===== src/rtl/if_stage.sv =====
// rtl/if_stage.sv - single-outstanding instruction fetch stage with redirect and decode handoff
module if_stage #(
    parameter logic [31:0] RESET_PC = 32'h0000_0000
) (
    input  logic        clk,
    input  logic        rst_n,
    input  logic        redirect_valid,
    input  logic [31:0] redirect_pc,
    output logic        imem_req_valid,
    input  logic        imem_req_ready,
    output logic [31:0] imem_req_addr,
    input  logic        imem_rsp_valid,
    input  logic [31:0] imem_rsp_data,
    output logic        id_valid,
    input  logic        id_ready,
    output logic [31:0] id_pc,
    output logic [31:0] id_inst,
    output logic [31:0] fetch_cnt
);

    typedef enum logic [1:0] {
        REQ  = 2'd0,
        WAIT = 2'd1,
        OUT  = 2'd2
    } state_t;

    localparam logic [31:0] PC_MASK  = 32'hFFFF_FFFC;
    localparam logic [31:0] PC_RESET = RESET_PC & PC_MASK;

    state_t      state, state_n;
    logic [31:0] pc, pc_n;
    logic [31:0] pc_inflight, pc_inflight_n;
    logic        drop, drop_n;
    logic [31:0] id_pc_n, id_inst_n, fetch_cnt_n;

    assign imem_req_valid = (state == REQ);
    assign id_valid       = (state == OUT);
    assign imem_req_addr  = pc;

    always_ff @(posedge clk or negedge rst_n) begin
        if (!rst_n) begin
            state       <= REQ;
            pc          <= PC_RESET;
            pc_inflight <= 32'h0;
            drop        <= 1'b0;
            id_pc       <= 32'h0;
            id_inst     <= 32'h0;
            fetch_cnt   <= 32'h0;
        end else begin
            state       <= state_n;
            pc          <= pc_n;
            pc_inflight <= pc_inflight_n;
            drop        <= drop_n;
            id_pc       <= id_pc_n;
            id_inst     <= id_inst_n;
            fetch_cnt   <= fetch_cnt_n;
        end
    end

    always_comb begin
        state_n       = state;
        pc_n          = pc;
        pc_inflight_n = pc_inflight;
        drop_n        = drop;
        id_pc_n       = id_pc;
        id_inst_n     = id_inst;
        fetch_cnt_n   = fetch_cnt;

        case (state)
            REQ: begin
                if (imem_req_ready) begin
                    state_n       = WAIT;
                    pc_inflight_n = pc;
                    pc_n          = pc + 32'd4;
                    // A redirect racing the handshake poisons the request just issued
                    drop_n        = redirect_valid;
                end
            end
            WAIT: begin
                if (imem_rsp_valid) begin
                    drop_n = 1'b0;
                    if (drop || redirect_valid) begin
                        state_n = REQ;
                    end else begin
                        state_n   = OUT;
                        id_pc_n   = pc_inflight;
                        id_inst_n = imem_rsp_data;
                    end
                end else if (redirect_valid) begin
                    drop_n = 1'b1;
                end
            end
            OUT: begin
                if (id_ready) begin
                    state_n     = REQ;
                    fetch_cnt_n = fetch_cnt + 32'd1;
                end
                if (redirect_valid) begin
                    state_n = REQ;
                end
            end
            default: begin
                state_n = REQ;
            end
        endcase

        if (redirect_valid) begin
            pc_n = redirect_pc & PC_MASK;
        end
    end

endmodule


===== config.mk =====
export PLATFORM = sky130hd
export DESIGN_NAME = if_stage
export DESIGN_NICKNAME = d
export VERILOG_FILES = /design/src/rtl/if_stage.sv
export SDC_FILE = /design/constraint.sdc
export NUM_CORES = 1
export LEC_CHECK = 0
export ABC_AREA = 1
export CORE_UTILIZATION = 49
export DETAILED_ROUTE_END_ITERATION = 7
export PLACE_DENSITY = 0.8
export SYNTH_ARGS = -nofsm -noshare
export SYNTH_HDL_FRONTEND = slang
export SYNTH_SLANG_ARGS = --single-unit

===== constraint.sdc =====
create_clock -name clk -period 1.7 [get_ports clk]
set_input_delay 0.51 -clock clk [delete_from_list [all_inputs] [get_ports clk]]
set_output_delay 0.51 -clock clk [all_outputs]
set_load 0.01 [all_outputs]

==> results of run 1 <==
## metrics by stage
stage	TNS, ns	std cells	area, um2	hold slack [ns]
floorplan	0	892	7800	0.214
global placement	-20.22	1328	10400	0.465
detailed placement	-24.41	1328	10400	0.461
CTS	0	1382	11000	0.00343
global route	-0.0943	1397	11200	0.0117
finish	0	1397	11200	0.00537
## repair_timing
item	4_1_cts	5_1_grt
gates resized for setup	150	25
setup endpoints to repair	126	38
setup buffers	23	15
gates cloned	0	0
pin swaps	0	5
## sequential cells by signal, summed over array words and instances (netlist names)
| register | count |
|---|---|
| fetch_cnt | 32 |
| id_inst | 32 |
| id_pc | 30 |
| imem_req_addr | 30 |
| pc_inflight | 30 |
| state | 2 |
| drop | 1 |
## metal layers
layer	GRT usage	vias up	wire length [um]
met4	0.102	0	549
met2	0.433	274	10100
met5	0	-	0
met1	0.330	3233	8720
met3	0.0547	49	1320
li1	-	3380	-
## cell families (layout without fill, tap and decap cells)
group | after synthesis | after routing
muxes | 60 | 60
and+or+nand+nor | 451 | 451
AOI/OAI and AO/OA | 76 | 76
adders and majority gates | 2 | 2
buffers and inverters | 114 | 408
xor gates and xnor gates | 28 | 28
other | 1 | 4
DFF | 157 | 157
## worst min path at each step
| stage | start | endpoint |
|---|---|---|
| after global placement | rst_n | id_inst[20]$_DFFE_PN0P_ |
| after floorplan | rst_n | drop$_DFFE_PN0P_ |
| after global routing | rst_n | id_inst[20]$_DFFE_PN0P_ |
| after detailed placement | rst_n | id_inst[27]$_DFFE_PN0P_ |
| after CTS | rst_n | id_inst[20]$_DFFE_PN0P_ |
| final | rst_n | id_inst[20]$_DFFE_PN0P_ |
## cells in the mapped netlist (all sizes together), types with 4 or more instances
cell type,n
dfrtp,157
a21oi,6
nand2,296
inv,86
o21bai,4
xnor2,11
clkbuf,8
nor2,97
mux2,60
nand4,5
o21ai,61
xor2,17
buf,19
nand3,49
## layout make-up
cell class	count	area [um2]
Fill cell	1172	4210
Tap cell	211	264
Inverter	87	328
Multi-Input combinational cell	621	3430
Clock buffer	19	443
Clock inverter	12	139
Timing Repair Buffer	290	2600
Sequential cell	157	3950
## where the power goes
part | switching (mW) | internal (mW)
registers | 0.696 | 4.89
clock network | 1.55 | 2.20
logic | 1.94 | 2.39
==> metrics.log, run 1 <==
INFO  metric report.final.hold_viol_count = 0
INFO  metric ctsRootBufferMaster = sky130_fd_sc_hd__clkbuf_16
INFO  metric synth_enable_flop_cells = 0
INFO  metric boundaryPins = 200
INFO  metric grt_start_max_net_pins = 43
INFO  metric post_synth_and_or_nand_nor_area_fraction = 0.235
INFO  metric die_height = roughly 130 um
INFO  metric timing.critical_path.depth = 1
INFO  metric min_path_type = in -> async
INFO  metric ys_async_sr_fraction = 1.00
INFO  metric tritoncts_clock_tree = yes
INFO  metric cts_sinks = roughly 160
INFO  metric fin_max_slew_vios = 0
INFO  metric r2r-start = imem_req_addr[3]$_DFFE_PN0P_
INFO  metric syn_area_per_cell = 8.76 um2
INFO  metric pre_cts_ws = -0.296 ns
INFO  metric layout.cells.most_common_list = 288 x sky130_fd_sc_hd__nand2_1, 141 x sky130_fd_sc_hd__dfrtp_1, 119 x sky130_fd_sc_hd__dlygate4sd2_1, 88 x sky130_fd_sc_hd__buf_4, 84 x sky130_fd_sc_hd__inv_1
INFO  metric grt_antenna_before_repair = 0
INFO  metric nature_of_the_critical_path_endpoint = output pin
INFO  metric timing.critical_path.from = fetch_cnt[2]$_DFFE_PN0P_
INFO  metric vdd_ir_drop_max = 0.000793 V
INFO  metric place_hpwl = about 15000 um
INFO  metric finalWorstPathRequiredPeriod = 1.69 ns
INFO  metric detail_route.first_pass.iterations = 8
INFO  metric share_of_synthesized_area_occupied_by_flip_flops_and_latches = 0.505
INFO  metric path_buf_inv = 1
INFO  metric cts.htree.levels = 4
INFO  metric place.port_buffers = 193
INFO  metric routed-via-count = 6936
INFO  metric run_status = complete, but fails checks
INFO  metric post-synth-top-area-cell = sky130_fd_sc_hd__dfrtp_1
INFO  metric yosys-mux-area-fraction = 0.108
INFO  metric floorplan.initialDensity = 0.507
INFO  metric synth.ff_latch_count = 157
INFO  metric synth_ff_type = sky130_fd_sc_hd__dfrtp_1
INFO  metric pwr_density_cell = 1220 nW/um2
INFO  metric die_w = 128 um
INFO  metric share_of_synthesized_cell_area_in_full_adder_half_adder_and_majority_cells = 0.00321
INFO  metric synth_cell_type_count = 30
INFO  metric final_core_utilization = 0.726
INFO  metric crit-reg2reg-capture = imem_req_addr[28]$_DFFE_PN0P_
INFO  metric placement_rows = 45
INFO  metric clock_latency = 0.42 ns
INFO  metric synth_xor_xnor_area_share = 0.0315
INFO  metric grt_first_pass_wirelength = 32600 um
INFO  metric via_per_inst = roughly 5.0
INFO  metric count_of_maximum_capacitance_violations = 0
INFO  metric max_stage_delay = 0.45 ns
INFO  metric cell_family_contributing_the_most_delay_on_the_critical_path = flip-flops
INFO  metric min_period_over_period = 0.994
INFO  metric layout-drive-gt1-share = 0.202
INFO  metric worst_setup_hold_path_clk_slew = 0.06 ns
INFO  metric start_kind = register
INFO  metric fmax = 0.592 GHz
INFO  metric first_global_vias = approximately 6700
INFO  metric critical_path_peak_fanout = 5
INFO  metric netlist_instances = 889
INFO  metric layout.cells.most_common = sky130_fd_sc_hd__nand2_1
INFO  metric total_leakage_power = 5.61 nW
INFO  metric yosysWarningCount = 0
INFO  metric skew = 0.00544 ns
INFO  metric post-synth-top-area-fraction = 0.505
INFO  metric dieArea = 16400 um2
INFO  metric grt.total_usage = 0.259
INFO  metric route.final.wire_length = approximately 21000 um
INFO  metric final_antenna_net_count = 0
INFO  metric post-layout-total-power = 13.7 mW
INFO  metric critical_path_required = 1.19 ns
INFO  metric synthesis.area = 7790 um2
INFO  metric grt_setup_unrepaired = yes
INFO  metric cts_buffer_depth = 2
INFO  metric global_route.overflow_total = 0
INFO  metric cts_inserted_buffers = 17
INFO  metric synth-compound-area-share = 0.0522
INFO  metric gp_congestion = 0.946
INFO  metric synth_top_family_by_area = simple AND/OR/NAND/NOR gates
INFO  metric violations = DRC
INFO  metric cts_hold_buffers = 0
INFO  metric setup_viol_count_final = 0
INFO  metric ant_diodes = 0
INFO  metric worst_path_max_delay_cell = sky130_fd_sc_hd__dfrtp_2
INFO  metric synth_top_cells_by_area = sky130_fd_sc_hd__dfrtp_1 50%, sky130_fd_sc_hd__nand2_1 14%, sky130_fd_sc_hd__mux2_4 8.7%
INFO  metric drt_iter0_drcs = 508
INFO  metric post_drt_wl_per_cell = 14.8 um
INFO  metric finish.net_count = about 1200
INFO  metric placeableCoreArea = 15400 um2
INFO  metric reg2reg_slack = roughly 0.050 ns
INFO  metric area_growth = 43.3%
INFO  metric finalWorstSetupSlack = around 0.010 ns
INFO  metric crit_chain = dlygate4sd2_1
INFO  metric worstPathArrival = 1.18 ns
INFO  metric timing.critical_path.to = fetch_cnt[2]
INFO  metric path_depth_of_the_worst_reg2reg_path = 10
INFO  metric route.detailed.drc = 2
INFO  metric worst-setup-path-type = reg -> out
(Power assumes the default switching activity.)
==> run 2, diff against run 1 <==
- CTS_BUF_LIST: unset -> sky130_fd_sc_hd__clkbuf_16
==> run 2 against run 1 <==
Compared with the run above: the flow now finishes without violations; global-route usage about the same; register-to-register slack barely moved; worst setup slack better by 0.0050 ns; worst hold slack hardly changed; clock skew increased by 0.00060 ns; sequential power barely moved; die area did not move; critical path depth unchanged; routed wire length barely moved; critical path type unchanged; largest power group unchanged; highest routed layer unchanged.
==> metrics.log, run 2 (synthesized netlist as in run 1, its figures left out) <==
INFO  metric run_status = completed (was complete, but fails checks)
INFO  metric clock_latency = 0.43 ns (was 0.42 ns)
INFO  metric share_comb_of_total_power = 0.318 (was 0.317)
INFO  metric final_cells = 1397 (unchanged)
INFO  metric grt_first_pass_wirelength = 32600 um (about the same)
INFO  metric ctsRootBufferMaster = sky130_fd_sc_hd__clkbuf_16 (unchanged)
INFO  metric grt.met1_usage = 0.330 (about the same)
INFO  metric detail_route.first_pass.iterations = 5 (was 8)
INFO  metric placed_cells_incl_taps = 1328 (unchanged)
INFO  metric die_w = 128 um (unchanged)
INFO  metric crit_chain = dlygate4sd2_1 (unchanged)
INFO  metric fmax = 0.594 GHz (was 0.592 GHz)
INFO  metric final_antenna_net_count = 0 (unchanged)
INFO  metric cell_family_contributing_the_most_delay_on_the_critical_path = flip-flops (unchanged)
INFO  metric worstPathArrival = 1.17 ns (was 1.18 ns)
INFO  metric min_period_over_period = 0.991 (was 0.994)
INFO  metric worst_path_max_delay_cell = sky130_fd_sc_hd__dfrtp_2 (unchanged)
INFO  metric p_switching = 4.18 mW (about the same)
INFO  metric cellInternalPower = 9.43 mW (was 9.48 mW)
INFO  metric pwr-share-clk = 0.272 (was 0.274)
INFO  metric place_hpwl = 14500 um (unchanged)
INFO  metric seq_power_share = 0.410 (was 0.409)
INFO  metric dieArea = 16400 um2 (unchanged)
INFO  metric layout-drive-gt1-share = 0.202 (about the same)
INFO  metric drt_iter0_drcs = 454 (was 508)
INFO  metric placement_rows = 45 (unchanged)
INFO  metric critical_path_required = 1.19 ns (about the same)
INFO  metric grt_antenna_before_repair = 0 (unchanged)
INFO  metric power.share.switching = 0.307 (was 0.306)
INFO  metric use_met3 = 0.0547 (unchanged)
INFO  metric finish.net_count = 1246 (unchanged)
INFO  metric place.port_buffers = 193 (unchanged)
INFO  metric first_global_vias = 6647 (was 6650)
INFO  metric floorplan.initialDensity = 0.507 (unchanged)
INFO  metric via_per_inst = 4.96 (about the same)
INFO  metric cts_inserted_buffers = 17 (unchanged)
INFO  metric start_kind = register (unchanged)
INFO  metric path_buf_inv = 1 (unchanged)
INFO  metric largest_registers = fetch_cnt (32), id_inst (32) (unchanged)
INFO  metric setup_viol_count_final = 0 (unchanged)
INFO  metric cts_hold_buffers = 0 (unchanged)
INFO  metric tritoncts_clock_tree = yes (unchanged)
INFO  metric vdd_ir_drop_max = 0.000795 V (was 0.000793 V)
INFO  metric grt-busiest-layer = met2 (unchanged)
INFO  metric routed-via-count = 6932 (was 6936)
INFO  metric layout.cells.most_common_list = 288 x sky130_fd_sc_hd__nand2_1, 141 x sky130_fd_sc_hd__dfrtp_1, 119 x sky130_fd_sc_hd__dlygate4sd2_1, 88 x sky130_fd_sc_hd__buf_4, 85 x sky130_fd_sc_hd__inv_1 (was 288 x sky130_fd_sc_hd__nand2_1, 141 x sky130_fd_sc_hd__dfrtp_1, 119 x sky130_fd_sc_hd__dlygate4sd2_1, 88 x sky130_fd_sc_hd__buf_4, 84 x sky130_fd_sc_hd__inv_1)
INFO  metric pwr_density_cell = 1220 nW/um2 (about the same)
INFO  metric count_of_maximum_capacitance_violations = 0 (unchanged)
INFO  metric layout.cells.most_common = sky130_fd_sc_hd__nand2_1 (unchanged)
INFO  metric min_path_type = in -> async (unchanged)
INFO  metric grt.total_usage = 0.259 (about the same)
INFO  metric die_height = 128 um (unchanged)
INFO  metric report.final.hold_viol_count = 0 (unchanged)
INFO  metric boundaryPins = 200 (unchanged)
INFO  metric route.final.wire_length = 20600 um (was 20700 um)
INFO  metric cts.htree.levels = 4 (unchanged)
INFO  metric gp_congestion = 0.946 (unchanged)
INFO  metric finalWorstPathRequiredPeriod = 1.68 ns (was 1.69 ns)
INFO  metric globalRouteMet2Util = 0.432 (was 0.433)
INFO  metric finalWorstSetupSlack = 0.0154 ns (was 0.0104 ns)
INFO  metric route.detailed.drc = 0 (was 2)
INFO  metric grt_start_max_net_pins = 43 (unchanged)
INFO  metric ant_diodes = 0 (unchanged)
INFO  metric cts_sinks = 157 (unchanged)
INFO  metric total_leakage_power = 5.61 nW (about the same)
INFO  metric placeableCoreArea = 15400 um2 (unchanged)
INFO  metric worst-setup-path-type = reg -> out (unchanged)
INFO  metric worst_setup_hold_path_clk_slew = 0.06 ns (about the same)
INFO  metric nature_of_the_critical_path_endpoint = output pin (unchanged)
INFO  metric pre_cts_ws = -0.296 ns (unchanged)
INFO  metric post_drt_wl_per_cell = 14.8 um (about the same)
INFO  metric grt_setup_unrepaired = yes (unchanged)
INFO  metric fin_max_slew_vios = 0 (unchanged)
INFO  metric skew = 0.00604 ns (was 0.00544 ns)
INFO  metric area_growth = 43.2% (was 43.3%)
INFO  metric cts_buffer_depth = 2 (unchanged)
INFO  metric max_stage_delay = 0.45 ns (about the same)
INFO  metric global_route.overflow_total = 0 (unchanged)
INFO  metric critical_path_peak_fanout = 5 (unchanged)
## run 2: cell count changes in the layout (fill, tap and decap cells not counted), sizes merged
cell	delta
clkbuf	-2
clkinv	+1
inv	+1
## run 2: layer usage
| layer | routed length [um] | vias up |
|---|---|---|
| met1 | 8700 | 3229 |
| li1 | - | 3381 |
| met5 | 0 | - |
| met2 | 10100 | 277 |
| met4 | 529 | 0 |
| met3 | 1320 | 45 |
## run 2: final timing paths
kind                                                 endpoint                    startpoint  depth (start not counted)  slack [ns]
min in group clk                   pc_inflight[5]$_DFFE_PN0P_    pc_inflight[5]$_DFFE_PN0P_                          2        0.49
max in group asynchronous           fetch_cnt[23]$_DFFE_PN0P_                         rst_n                          2        1.11
worst min register to register     pc_inflight[5]$_DFFE_PN0P_    pc_inflight[5]$_DFFE_PN0P_                          2        0.49
worst min-delay path                  id_inst[20]$_DFFE_PN0P_                         rst_n                          1       0.005
worst max register to register  imem_req_addr[28]$_DFFE_PN0P_  imem_req_addr[3]$_DFFE_PN0P_                         10        0.06
worst max-delay path                             fetch_cnt[2]      fetch_cnt[2]$_DFFE_PN0P_                          1        0.02
## run 2: stage by stage
step	total power [mW]	instance area, um2	TNS, ns	hold slack, ns	utilization
after floorplan	7.73	7800	0	0.214	-
final	13.6	11100	0	0.00507	0.725
after global routing	14.4	11100	-0.0943	0.0160	0.725
after global placement	10.2	10400	-20.22	0.465	0.675
after CTS	13.6	11000	0	0.00587	0.714
after detailed placement	10.4	10400	-24.41	0.461	0.675
## run 2: power groups by stage
stage | clock network [mW] | registers [mW] | logic, mW
6_report | 3.70 | 5.58 | 4.33
5_1_grt | 3.94 | 5.73 | 4.69
4_1_cts | 3.75 | 5.59 | 4.25
3_5_place_dp | 0 | 5.67 | 4.73
3_3_place_gp | 0 | 5.64 | 4.60
2_1_floorplan | 0 | 5.96 | 1.77
## run 2: area by class of cell
type                       instances  area (um2)
clock inverter                    14         146
sequential                       157        3950
fill                            1173        4220
clock buffer                      17         425
timing repair buffer             290        2600
multi-input combinational        621        3430
inverter                          87         328
tap                              211         264
## run 2: what timing repair did
item / in CTS / in global routing
gates resized for setup: 150 / 25
pin swaps: 0 / 5
setup buffers: 23 / 15
cloned: 0 / 0
endpoints found under the setup margin: 126 / 38
==> run 3, diff against run 2 <==
- clock period: 1.7 -> 1.9 ns (I/O delays scaled with it)
==> run 3 against run 2 <==
Compared with the run above: non-clock buffer count is 41 lower; final cell count is 2.9% lower; register-to-register slack better by 0.08 ns; highest routed layer unchanged; sequential power is 10% lower; critical path type unchanged.
==> metrics.log, run 3 (synthesized netlist as in run 1, its figures left out) <==
INFO  metric run_status = completed (unchanged)
INFO  metric register_area = 3950 um2 (about the same)
INFO  metric cts_sinks = 157 (unchanged)
INFO  metric count_of_maximum_capacitance_violations = 0 (unchanged)
INFO  metric grt.met1_usage = 0.322 (was 0.330)
INFO  metric finalWorstPathRequiredPeriod = ~1.9 ns
INFO  metric route.final.wire_length = 20400 um (was 20600 um)
INFO  metric final.hold.worst_slack = 0.0630 ns (was 0.00507 ns)
INFO  metric final_core_utilization = 0.716 (was 0.725)
INFO  metric fillCellCount = 1172 (was 1173)
INFO  metric cts_hold_buffers = 0 (unchanged)
INFO  metric grt_setup_unrepaired = yes (unchanged)
INFO  metric floorplan.initialDensity = 0.507 (unchanged)
INFO  metric total_leakage_power = 5.84 nW (was 5.61 nW)
INFO  metric grt_start_max_net_pins = 38 (was 43)
INFO  metric setup_viol_count_final = 0 (unchanged)
INFO  metric post-layout-total-power = 12.3 mW (was 13.6 mW)
INFO  metric final_cells = 1357 (was 1397)
INFO  metric ant_diodes = 0 (unchanged)
INFO  metric post_drt_wl_per_cell = 15.0 um (was 14.8 um)
INFO  metric min_path_type = in -> async (unchanged)
INFO  metric die_height = 128 um (unchanged)
INFO  metric grt-busiest-layer = met2 (unchanged)
INFO  metric finish.net_count = 1205 (was 1246)
INFO  metric tritoncts_clock_tree = yes (unchanged)
INFO  metric worst_setup_hold_path_clk_slew = 0.06 ns (about the same)
INFO  metric ctsRootBufferMaster = sky130_fd_sc_hd__clkbuf_16 (unchanged)
INFO  metric cts.htree.levels = 4 (unchanged)
INFO  metric clock_latency = 0.42 ns (was 0.43 ns)
INFO  metric die_w = 128 um (unchanged)
INFO  metric largest_registers = fetch_cnt (32), id_inst (32) (unchanged)
INFO  metric layout.cells.most_common = sky130_fd_sc_hd__nand2_1 (unchanged)
INFO  metric route.detailed.drc = 0 (unchanged)
INFO  metric grt_first_pass_wirelength = 32500 um (was 32600 um)
INFO  metric placed_cells_incl_taps = 1298 (was 1328)
INFO  metric globalRouteMet2Util = 0.441 (was 0.432)
INFO  metric placement_rows = 45 (unchanged)
INFO  metric placed_area = 10200 um2 (was 10400 um2)
INFO  metric vdd_ir_drop_max = 0.000762 V (was 0.000795 V)
INFO  metric layout.cells.most_common_list = 290 x sky130_fd_sc_hd__nand2_1, 138 x sky130_fd_sc_hd__dfrtp_1, 85 x sky130_fd_sc_hd__inv_1, 85 x sky130_fd_sc_hd__nor2_1, 85 x sky130_fd_sc_hd__dlygate4sd2_1 (was 288 x sky130_fd_sc_hd__nand2_1, 141 x sky130_fd_sc_hd__dfrtp_1, 119 x sky130_fd_sc_hd__dlygate4sd2_1, 88 x sky130_fd_sc_hd__buf_4, 85 x sky130_fd_sc_hd__inv_1)
INFO  metric placeableCoreArea = 15400 um2 (unchanged)
INFO  metric report.final.hold_viol_count = 0 (unchanged)
INFO  metric cts_buffer_depth = 2 (unchanged)
INFO  metric place.port_buffers = 193 (unchanged)
INFO  metric area_growth = 41.4% (was 43.2%)
INFO  metric start_kind = register (unchanged)
INFO  metric critical_path_required = 1.33 ns (was 1.19 ns)
INFO  metric fmax = around 0.54 GHz
INFO  metric grt.total_usage = 0.258 (was 0.259)
INFO  metric gp_congestion = 0.935 (was 0.946)
INFO  metric fin_max_slew_vios = 0 (unchanged)
INFO  metric min_period_over_period = 0.975
INFO  metric multi_input_area = 3380 um2 (was 3430 um2)
INFO  metric grt_antenna_before_repair = 0 (unchanged)
INFO  metric place_hpwl = 14400 um (was 14500 um)
INFO  metric detail_route.first_pass.iterations = 5 (unchanged)
INFO  metric pwr_density_cell = 1120 nW/um2 (was 1220 nW/um2)
INFO  metric cts_inserted_buffers = 17 (unchanged)
INFO  metric routed-via-count = 6892 (was 6932)
INFO  metric first_global_vias = 6649 (was 6647)
INFO  metric critical_path_peak_fanout = 4 (was 5)
INFO  metric global_route.overflow_total = 0 (unchanged)
INFO  metric post-route-cell-area = 11000 um2 (was 11100 um2)
INFO  metric nature_of_the_critical_path_endpoint = output pin (unchanged)
INFO  metric boundaryPins = 200 (unchanged)
INFO  metric skew = 0.00898 ns (was 0.00604 ns)
INFO  metric worstPathArrival = 1.28 ns (was 1.17 ns)
INFO  metric layout-drive-gt1-share = 0.166 (was 0.202)
INFO  metric via_per_inst = 5.08 (was 4.96)
INFO  metric use_met3 = 0.0543 (was 0.0547)
INFO  metric dieArea = 16400 um2 (unchanged)
INFO  metric worst-setup-path-type = reg -> out (unchanged)
INFO  metric final_antenna_net_count = 0 (unchanged)
INFO  metric path_depth_of_the_worst_reg2reg_path = 8 (was 10)
INFO  metric drt_iter0_drcs = 522 (was 454)
-- run 3: critical path, cell delays in order, from the launching register on --
cell and delay [ns]:
sky130_fd_sc_hd__dfrtp_1 0.41, sky130_fd_sc_hd__nor2_2 0.15, sky130_fd_sc_hd__dlygate4sd2_1 0.30
-- run 3: power by group --
group	leakage [nW]	internal (mW)	switching, mW
Clock	0.300	2.09	1.42
Combinational	3.58	2.15	1.67
Sequential	1.96	4.37	0.643
Total	5.84	8.61	3.74
-- run 3: worst paths after layout --
path                                                    from                       endpoint  slack (ns)
worst max-delay path                    state[0]$_DFFE_PN0P_                 imem_req_valid        0.05
worst min-delay path                                   rst_n         id_inst[5]$_DFFE_PN0P_        0.06
worst max register to register  imem_req_addr[2]$_DFFE_PN0P_  imem_req_addr[26]$_DFFE_PN0P_        0.14
worst min register to register   pc_inflight[21]$_DFFE_PN0P_    pc_inflight[21]$_DFFE_PN0P_        0.48
max in group asynchronous                              rst_n  imem_req_addr[20]$_DFFE_PN0P_        1.31
min in group clk                 pc_inflight[21]$_DFFE_PN0P_    pc_inflight[21]$_DFFE_PN0P_        0.48
-- run 3: area by class of cell --
class                      instances  share of cell area
sequential                       157               0.359
multi-input combinational        621               0.307
timing repair buffer             249               0.225
clock buffer                      17              0.0386
inverter                          87              0.0298
tap                              211              0.0240
clock inverter                    15              0.0168
-- run 3: routing by layer --
| layer | routed length (um) | vias to the layer above |
|---|---|---|
| li1 | - | 3297 |
| met1 | 8490 | 3216 |
| met2 | 9910 | 326 |
| met3 | 1430 | 53 |
| met4 | 528 | 0 |
| met5 | 0 | - |
-- run 3: per-stage QoR --
step,setup slack [ns],TNS [ns]
after floorplan,0.394,0
after global placement,-0.167,-8.97
after detailed placement,-0.192,-10.60
after CTS,0.0000242,0
after global routing,-0.0309,-0.0847
final,0.0467,0
-- run 3: what timing repair did --
action / CTS / global route
setup buffers: 27 / 0
endpoints found under the setup margin: 101 / 44
resized for setup: 107 / 42
endpoints found under the hold margin: 0 / 0
